===== config.mk =====
export PLATFORM = sky130hd
export DESIGN_NAME = multicycle_ctrl_fsm
export DESIGN_NICKNAME = d
export VERILOG_FILES = /design/src/rtl/multicycle_ctrl_fsm.sv
export SDC_FILE = /design/constraint.sdc
export NUM_CORES = 1
export LEC_CHECK = 0
export BUFFER_PORTS_ARGS = -buffer_cell sky130_fd_sc_hd__buf_2
export CORE_AREA = 2 2 41 43
export CTS_BUF_LIST = sky130_fd_sc_hd__clkbuf_16
export CTS_CLUSTER_DIAMETER = 150
export DETAILED_ROUTE_END_ITERATION = 8
export DIE_AREA = 0 0 43 45
export PLACE_DENSITY = 0.75
export SLEW_MARGIN = 20
export SYNTH_ARGS = -nofsm -noshare
export SYNTH_HDL_FRONTEND = slang
export SYNTH_SLANG_ARGS = --single-unit

===== constraint.sdc =====
create_clock -name clk -period 1.2 [get_ports clk]
set_input_delay 0.18 -clock clk [delete_from_list [all_inputs] [get_ports clk]]
set_output_delay 0.18 -clock clk [all_outputs]
set_load 0.1 [all_outputs]

===== src/rtl/multicycle_ctrl_fsm.sv =====
// Multi-cycle FETCH/LOADIR/DECODE/EXEC/DATA/WB sequencer for the accumulator CPU,
// with memory wait-state timeout, skip-if-zero, halt/resume and a sticky trap state.
module multicycle_ctrl_fsm #(
    parameter int OPCODE_W = 3,
    parameter int WAIT_MAX = 15
) (
    input  logic                clk,
    input  logic                rst,
    input  logic [OPCODE_W-1:0] opcode,
    input  logic                zero,
    input  logic                mem_ready,
    input  logic                run,
    output logic                pc_load,
    output logic                pc_en,
    output logic                ir_load,
    output logic                addr_sel,
    output logic                mem_en,
    output logic                mem_we,
    output logic                alu_en,
    output logic                acc_load,
    output logic                acc_src,
    output logic                halted,
    output logic                trap,
    output logic [1:0]          trap_cause,
    output logic [2:0]          state_o
);

    localparam int CNT_W = (WAIT_MAX > 0) ? $clog2(WAIT_MAX + 1) : 1;
    localparam logic [CNT_W-1:0] CNT_LAST = CNT_W'((WAIT_MAX > 0) ? WAIT_MAX - 1 : 0);
    localparam logic [1:0] CAUSE_ILLEGAL = 2'b01;
    localparam logic [1:0] CAUSE_TIMEOUT = 2'b10;

    typedef enum logic [2:0] {
        S_FETCH  = 3'd0,
        S_LOADIR = 3'd1,
        S_DECODE = 3'd2,
        S_EXEC   = 3'd3,
        S_DATA   = 3'd4,
        S_WB     = 3'd5,
        S_HALT   = 3'd6,
        S_TRAP   = 3'd7
    } state_t;

    state_t              state_q, state_d;
    logic [OPCODE_W-1:0] op_q, op_d;
    logic [CNT_W-1:0]    cnt_q, cnt_d;
    logic [1:0]          cause_q, cause_d;
    logic [2:0]          op_lo;
    logic                illegal_op;
    logic                timeout;
    logic                is_sto;

    assign op_lo  = op_q[2:0];
    assign is_sto = (op_lo == 3'b110);

    generate
        if (OPCODE_W > 3) begin : g_wide_op
            assign illegal_op = |op_q[OPCODE_W-1:3];
        end else begin : g_narrow_op
            assign illegal_op = 1'b0;
        end
    endgenerate

    // The cycle that would be the WAIT_MAX-th consecutive stall traps unless memory answers.
    assign timeout = (WAIT_MAX > 0) && !mem_ready && (cnt_q == CNT_LAST);

    always_comb begin
        state_d    = state_q;
        op_d       = op_q;
        cnt_d      = '0;
        cause_d    = cause_q;
        pc_load    = 1'b0;
        pc_en      = 1'b0;
        ir_load    = 1'b0;
        addr_sel   = 1'b0;
        mem_en     = 1'b0;
        mem_we     = 1'b0;
        alu_en     = 1'b0;
        acc_load   = 1'b0;
        acc_src    = 1'b0;
        halted     = 1'b0;
        trap       = 1'b0;
        trap_cause = cause_q;
        state_o    = state_q;

        case (state_q)
            S_FETCH: begin
                mem_en = 1'b1;
                if (mem_ready) begin
                    state_d = S_LOADIR;
                end else if (timeout) begin
                    state_d = S_TRAP;
                    cause_d = CAUSE_TIMEOUT;
                end else begin
                    cnt_d = cnt_q + CNT_W'(1);
                end
            end
            S_LOADIR: begin
                ir_load = 1'b1;
                pc_en   = 1'b1;
                state_d = S_DECODE;
            end
            S_DECODE: begin
                op_d    = opcode;
                state_d = S_EXEC;
            end
            S_EXEC: begin
                if (illegal_op) begin
                    state_d = S_TRAP;
                    cause_d = CAUSE_ILLEGAL;
                end else begin
                    case (op_lo)
                        3'b000: state_d = S_HALT;
                        3'b001: begin
                            pc_en   = zero;
                            state_d = S_FETCH;
                        end
                        3'b111: begin
                            pc_load = 1'b1;
                            state_d = S_FETCH;
                        end
                        default: state_d = S_DATA;
                    endcase
                end
            end
            S_DATA: begin
                mem_en   = 1'b1;
                addr_sel = 1'b1;
                mem_we   = is_sto;
                if (mem_ready) begin
                    state_d = is_sto ? S_FETCH : S_WB;
                end else if (timeout) begin
                    state_d = S_TRAP;
                    cause_d = CAUSE_TIMEOUT;
                end else begin
                    cnt_d = cnt_q + CNT_W'(1);
                end
            end
            S_WB: begin
                acc_load = 1'b1;
                alu_en   = (op_lo == 3'b010) || (op_lo == 3'b011) || (op_lo == 3'b100);
                acc_src  = (op_lo == 3'b101);
                state_d  = S_FETCH;
            end
            S_HALT: begin
                halted = 1'b1;
                if (run) begin
                    state_d = S_FETCH;
                end
            end
            S_TRAP: begin
                trap = 1'b1;
            end
            default: state_d = S_FETCH;
        endcase

        // Reset blanks every output in the same cycle so no partial write reaches memory.
        if (rst) begin
            pc_load    = 1'b0;
            pc_en      = 1'b0;
            ir_load    = 1'b0;
            addr_sel   = 1'b0;
            mem_en     = 1'b0;
            mem_we     = 1'b0;
            alu_en     = 1'b0;
            acc_load   = 1'b0;
            acc_src    = 1'b0;
            halted     = 1'b0;
            trap       = 1'b0;
            trap_cause = 2'b00;
            state_o    = 3'd0;
        end
    end

    always_ff @(posedge clk) begin
        if (rst) begin
            state_q <= S_FETCH;
            op_q    <= '0;
            cnt_q   <= '0;
            cause_q <= 2'b00;
        end else begin
            state_q <= state_d;
            op_q    <= op_d;
            cnt_q   <= cnt_d;
            cause_q <= cause_d;
        end
    end

endmodule


==> results of run 1 <==
[logic make-up after synthesis]
logic type	after synthesis	synth area share [%]
simple gates	49	36.8
mux	1	1.49
fa+ha+maj	2	3.72
xor+xnor	3	3.90
compound gates	15	13.4
other cells	1	0.557
flops	11	32.7
buf+inv	10	7.43
[Yosys cell counts, types with 2 or more instances]
cell type / count
inv_1: 3
a21oi_1: 5
buf_2: 4
ha_1: 2
nor3_1: 8
buf_4: 2
nand2b_1: 7
xnor2_1: 2
and4b_1: 2
nor2b_1: 3
nor2_1: 13
nand3_1: 3
o21ai_0: 5
dfxtp_1: 11
nand2_1: 9
nand3b_1: 2
[through the flow]
stage | area (um^2) | std cells
after detailed placement | 1230 | 142
after global placement | 1230 | 142
after floorplan | 783 | 92
==> results by group, run 1 <==
Run status
  • Status: aborted with a tool error
  • Fail Step: 4_1_cts
  • Run Error: [ERROR DPL-0033] detailed placement checks failed during check placement.

Die
  • Die height: approximately 45 um
  • Initial Util: 45.7%
  • # IOs: 24
  • Die width: 43 um
  • Rows: 14

Synthesis
  • Mapped cell area: ~670 um^2
  • Largest cells by area after synthesis: dfxtp_1, nor2_1, nand2b_1
  • Seq/Total Area, Yosys: about a third
  • Post-synth EDFFs: 0
  • Yosys warns: 0
  • Yosys reg bits: 11
  • Average cell area after synthesis: 7.32 um^2
  • Post-synth ARST share: 0%
  • Cells after synthesis: between 90 and 100
  • Synth Net Count: 102
  • Ys flop type: dfxtp_1
  • Distinct cells, synth: 27
  • Area leader, netlist: dfxtp_1
  • Yosys top cell area share: 32.7%

Place
  • Port Buffers: 22
  • GP Congestion: 0.849
  • DP HPWL: 1570 um
  • Pre-CTS setup slack: -0.180 ns

CTS
  • Hold buffers post-CTS: 0
  • TritonCTS buffer count: 3
  • Buffer count from post-CTS setup fixing: 8
  • Post-cts sizing count: 33
  • Clock tree buffer depth: 2
  • Root cell of the clock tree: clkbuf_16
  • Sink Count: 11
  • H-Tree Level Count: 1
==> run 2, diff against run 1 <==
--- a/config.mk
+++ b/config.mk
@@ -6,12 +6,10 @@
 export NUM_CORES = 1
 export LEC_CHECK = 0
 export BUFFER_PORTS_ARGS = -buffer_cell sky130_fd_sc_hd__buf_2
-export CORE_AREA = 2 2 41 43
-export CTS_BUF_LIST = sky130_fd_sc_hd__clkbuf_16
-export CTS_CLUSTER_DIAMETER = 150
+export CORE_AREA = 2 2 63 65
 export DETAILED_ROUTE_END_ITERATION = 8
-export DIE_AREA = 0 0 43 45
-export PLACE_DENSITY = 0.75
+export DIE_AREA = 0 0 65 67
+export PLACE_DENSITY_LB_ADDON = 0.15
 export SLEW_MARGIN = 20
 export SYNTH_ARGS = -nofsm -noshare
 export SYNTH_HDL_FRONTEND = slang
==> run 2 against run 1 <==
  * The flow now finishes, with violations (negative setup slack)
  * Area after synthesis is the same
  * Synthesized cell count is the same
==> results by group, run 2 <==
Synthesis
  • Top-count cell post-synth: nor2_1
  • Ys flop type: dfxtp_1
  • Synth Net Count: between 100 and 150
  • Cells after synthesis: 92
  • Yosys reg bits: 11
  • Post-Synth Adder-Cell Area: ~3.7%
  • Post-Synth XOR/XNOR Area: 3.90%
  • Average cell area after synthesis: 7.32 um^2
  • Mapped cell area: 673 um^2
  • Post-synth EDFFs: 0
  • Yosys top cell area share: around 33%
  • Yosys warns: 0
  • Mux contribution to synthesized area: 1.49%
  • Seq/Total Area, Yosys: 32.7%
  • Largest family of logic cells by synthesized area: simple AND/OR/NAND/NOR gates
  • Area leader, netlist: dfxtp_1
  • List of most frequent post-synthesis cells: nor2_1, dfxtp_1, nand2_1
  • Post-synth ARST share: 0%
  • Largest cells by area after synthesis: dfxtp_1, nor2_1, nand2b_1
  • Area share of and/or/nand/nor cells after synthesis: 36.8%
  • Distinct cells, synth: 27
  • Synth Area in Compound Gates: 13.4%

Power and ir drop
  • Power per cell area: 805 nW/um^2
  • Design Power: 1.24 mW
  • P_leak: about 0.6 nW
  • Peak supply drop: 0.000620 V

Finish
  • Layout area overhead: 128%
  • Layout cells sized above 1: 63.0%
  • Utilization after layout: 42.6%
  • Commonest cells after routing, fill and taps aside: buf_12, buf_6, buf_4
  • Fill cells: roughly 350
  • Design Area, Final: 1540 um^2
  • Flip-flop count of the largest register after layout: 4
  • NumNets Final: 146
  • Commonest non-fill, non-tap cell in the layout: buf_12
  • Top reg by flops: cnt_q
  • Diodes inserted: 0

Route
  • # DRC: 0
  • Drt wl/cell: 11.4 um
  • Top sig layer: met4
  • Met3 WL: 118 um
  • ANT nets after route: 0
  • Drt pass-1 iters: 3
  • Vias per cell: 4.33
  • Via count: 792
  • WL met2: approximately 1100 um
  • Metal-1 WL: 813 um
  • Starting DRT DRC Count: 23
  • Routed Wire Length: roughly 2100 um

Worst setup path
  • CP startpoint kind: flip-flop
  • CP Capture Type: primary output
  • Path depth of the worst reg2reg path: 7
  • Worst reg-to-reg setup slack: -0.02 ns
  • Max incr delay on CP: 0.33 ns
  • Crit path launch: state_q[1]
  • WP data required: 1.02 ns
  • Top Family by Delay on Critical Path: simple AND/OR/NAND/NOR gates
  • Worst r2r src: state_q[0]
  • Worst EP arrival: 1.38 ns
  • Slowest CP cell: dfxtp_2
  • WS Path Type: reg -> out
  • RR Endpoint: op_lo[0]
  • CP bufs+invs: 2
  • Sequence of cells on the critical path: buf_6 -> nor3_4 -> and4b_4 -> buf_12
  • CP Max Fanout: 4

Timing
  • Post-Route Skew: 0.00241 ns
  • Final hold viol count: 0
  • Max Clock Freq: around 640 MHz
  • Final setup viols: 19
  • Tcrit/Tclk final: 130%
  • Tmin final: 1.56 ns
  • RSZ-0062 raised after global routing: yes
  • Slew Limit Fails: 0
  • Setup TNS: -3.06 ns
  • Final worst slack: -0.361 ns

Run status
  • Status: finished, violations left
  • Failing checks: negative setup slack

Die
  • Die area: 4360 um^2
  • Core Box Area: roughly 3600 um^2
  • Rows: 22
  • Die height: 67 um
  • Initial Util: about a fifth
  • # IOs: 24
  • Die width: approximately 65 um

GRT
  • Antenna violations before repair: 0
  • GRT Util Overall: 10.2%
  • Gr ovfl total: 0
  • First-pass GRT wire length: ~3400 um
  • Largest net degree at the start of global routing: 13
  • Number of global-route vias before repair: 735

Place
  • DP HPWL: 1610 um
  • Post-placement cell area: 1260 um^2
  • GP Congestion: between 0.8 and 0.9
  • Port Buffers: 22
  • Pre-CTS setup slack: -0.116 ns

CTS
  • CTS clk-pin slew, worst paths: about 0.050 ns
  • CTS tree: done
  • Sink Count: 11
  • Clock tree buffer depth: 2
  • Clk_lat worst skew: 0.24 ns
  • TritonCTS buffer count: 3
  • H-Tree Level Count: 1
  • Root cell of the clock tree: clkbuf_8

Hold path
  • Hold_sp: opcode[2]
  • HP Class: in -> reg
  • Hold depth: 3
  • Worst Hold End: op_lo[2]

Job
  • Max-cap viol count: 0
[run 2: what timing repair did]
action | 4_1_cts | 5_1_grt
hold buffers | 0 | 0
setup buffers | 8 | 5
endpoints found under the setup margin | 22 | 25
resized for setup | 30 | 23
pin swaps | 10 | 13
[run 2: logic make-up (layout without fill, tap and decap cells)]
kind of cell	after synthesis	in the layout
AOI/OAI and AO/OA	15	15
xor gates and xnor gates	3	3
adders and majority gates	2	2
buffers and inverters	10	53
DFF	11	11
muxes	1	1
other	1	1
and+or+nand+nor	49	49
[run 2: power breakdown]
part	switching [mW]	internal (mW)	total, mW
sequential	0.0271	0.385	0.412
combinational	0.252	0.205	0.457
clock	0.133	0.233	0.366
[run 2: routing by layer]
metal	global-route usage (%)	vias to the layer above
met4	5.59	0
met3	2.53	5
met1	10.9	370
met2	18.6	21
met5	0	-
li1	-	396
[run 2: area by class of cell]
type                    instances  area, um^2  share of cell area [%]
repair buffers                 46         564                    36.8
inverters                       3        17.5                    1.14
multi-input cells              71         617                    40.2
clock buffers                   4        45.0                    2.93
flip-flops and latches         11         231                    15.1
well taps                      48        60.1                    3.91
[run 2: metrics by stage]
stage,hold slack (ns),instances
after global placement,0.427,172
final,0.173,183
after detailed placement,0.431,172
after global routing,0.181,183
after CTS,0.173,181
after floorplan,0.313,92
[run 2: worst max path at each step]
stage,slack [ns],endpoint,cells after the start
2_1_floorplan,-0.93,acc_src,5
3_3_place_gp,-0.10,mem_we,4
3_5_place_dp,-0.12,alu_en,7
4_1_cts,-0.36,alu_en,6
5_1_grt,-0.39,acc_src,5
6_report,-0.36,mem_we,4
[run 2: worst min-delay path: stages]
cell	delay (ns)
buf_2	0.09
nand2_1	0.04
a21oi_1	0.05
Note: power is estimated with default switching activity, not from simulation.
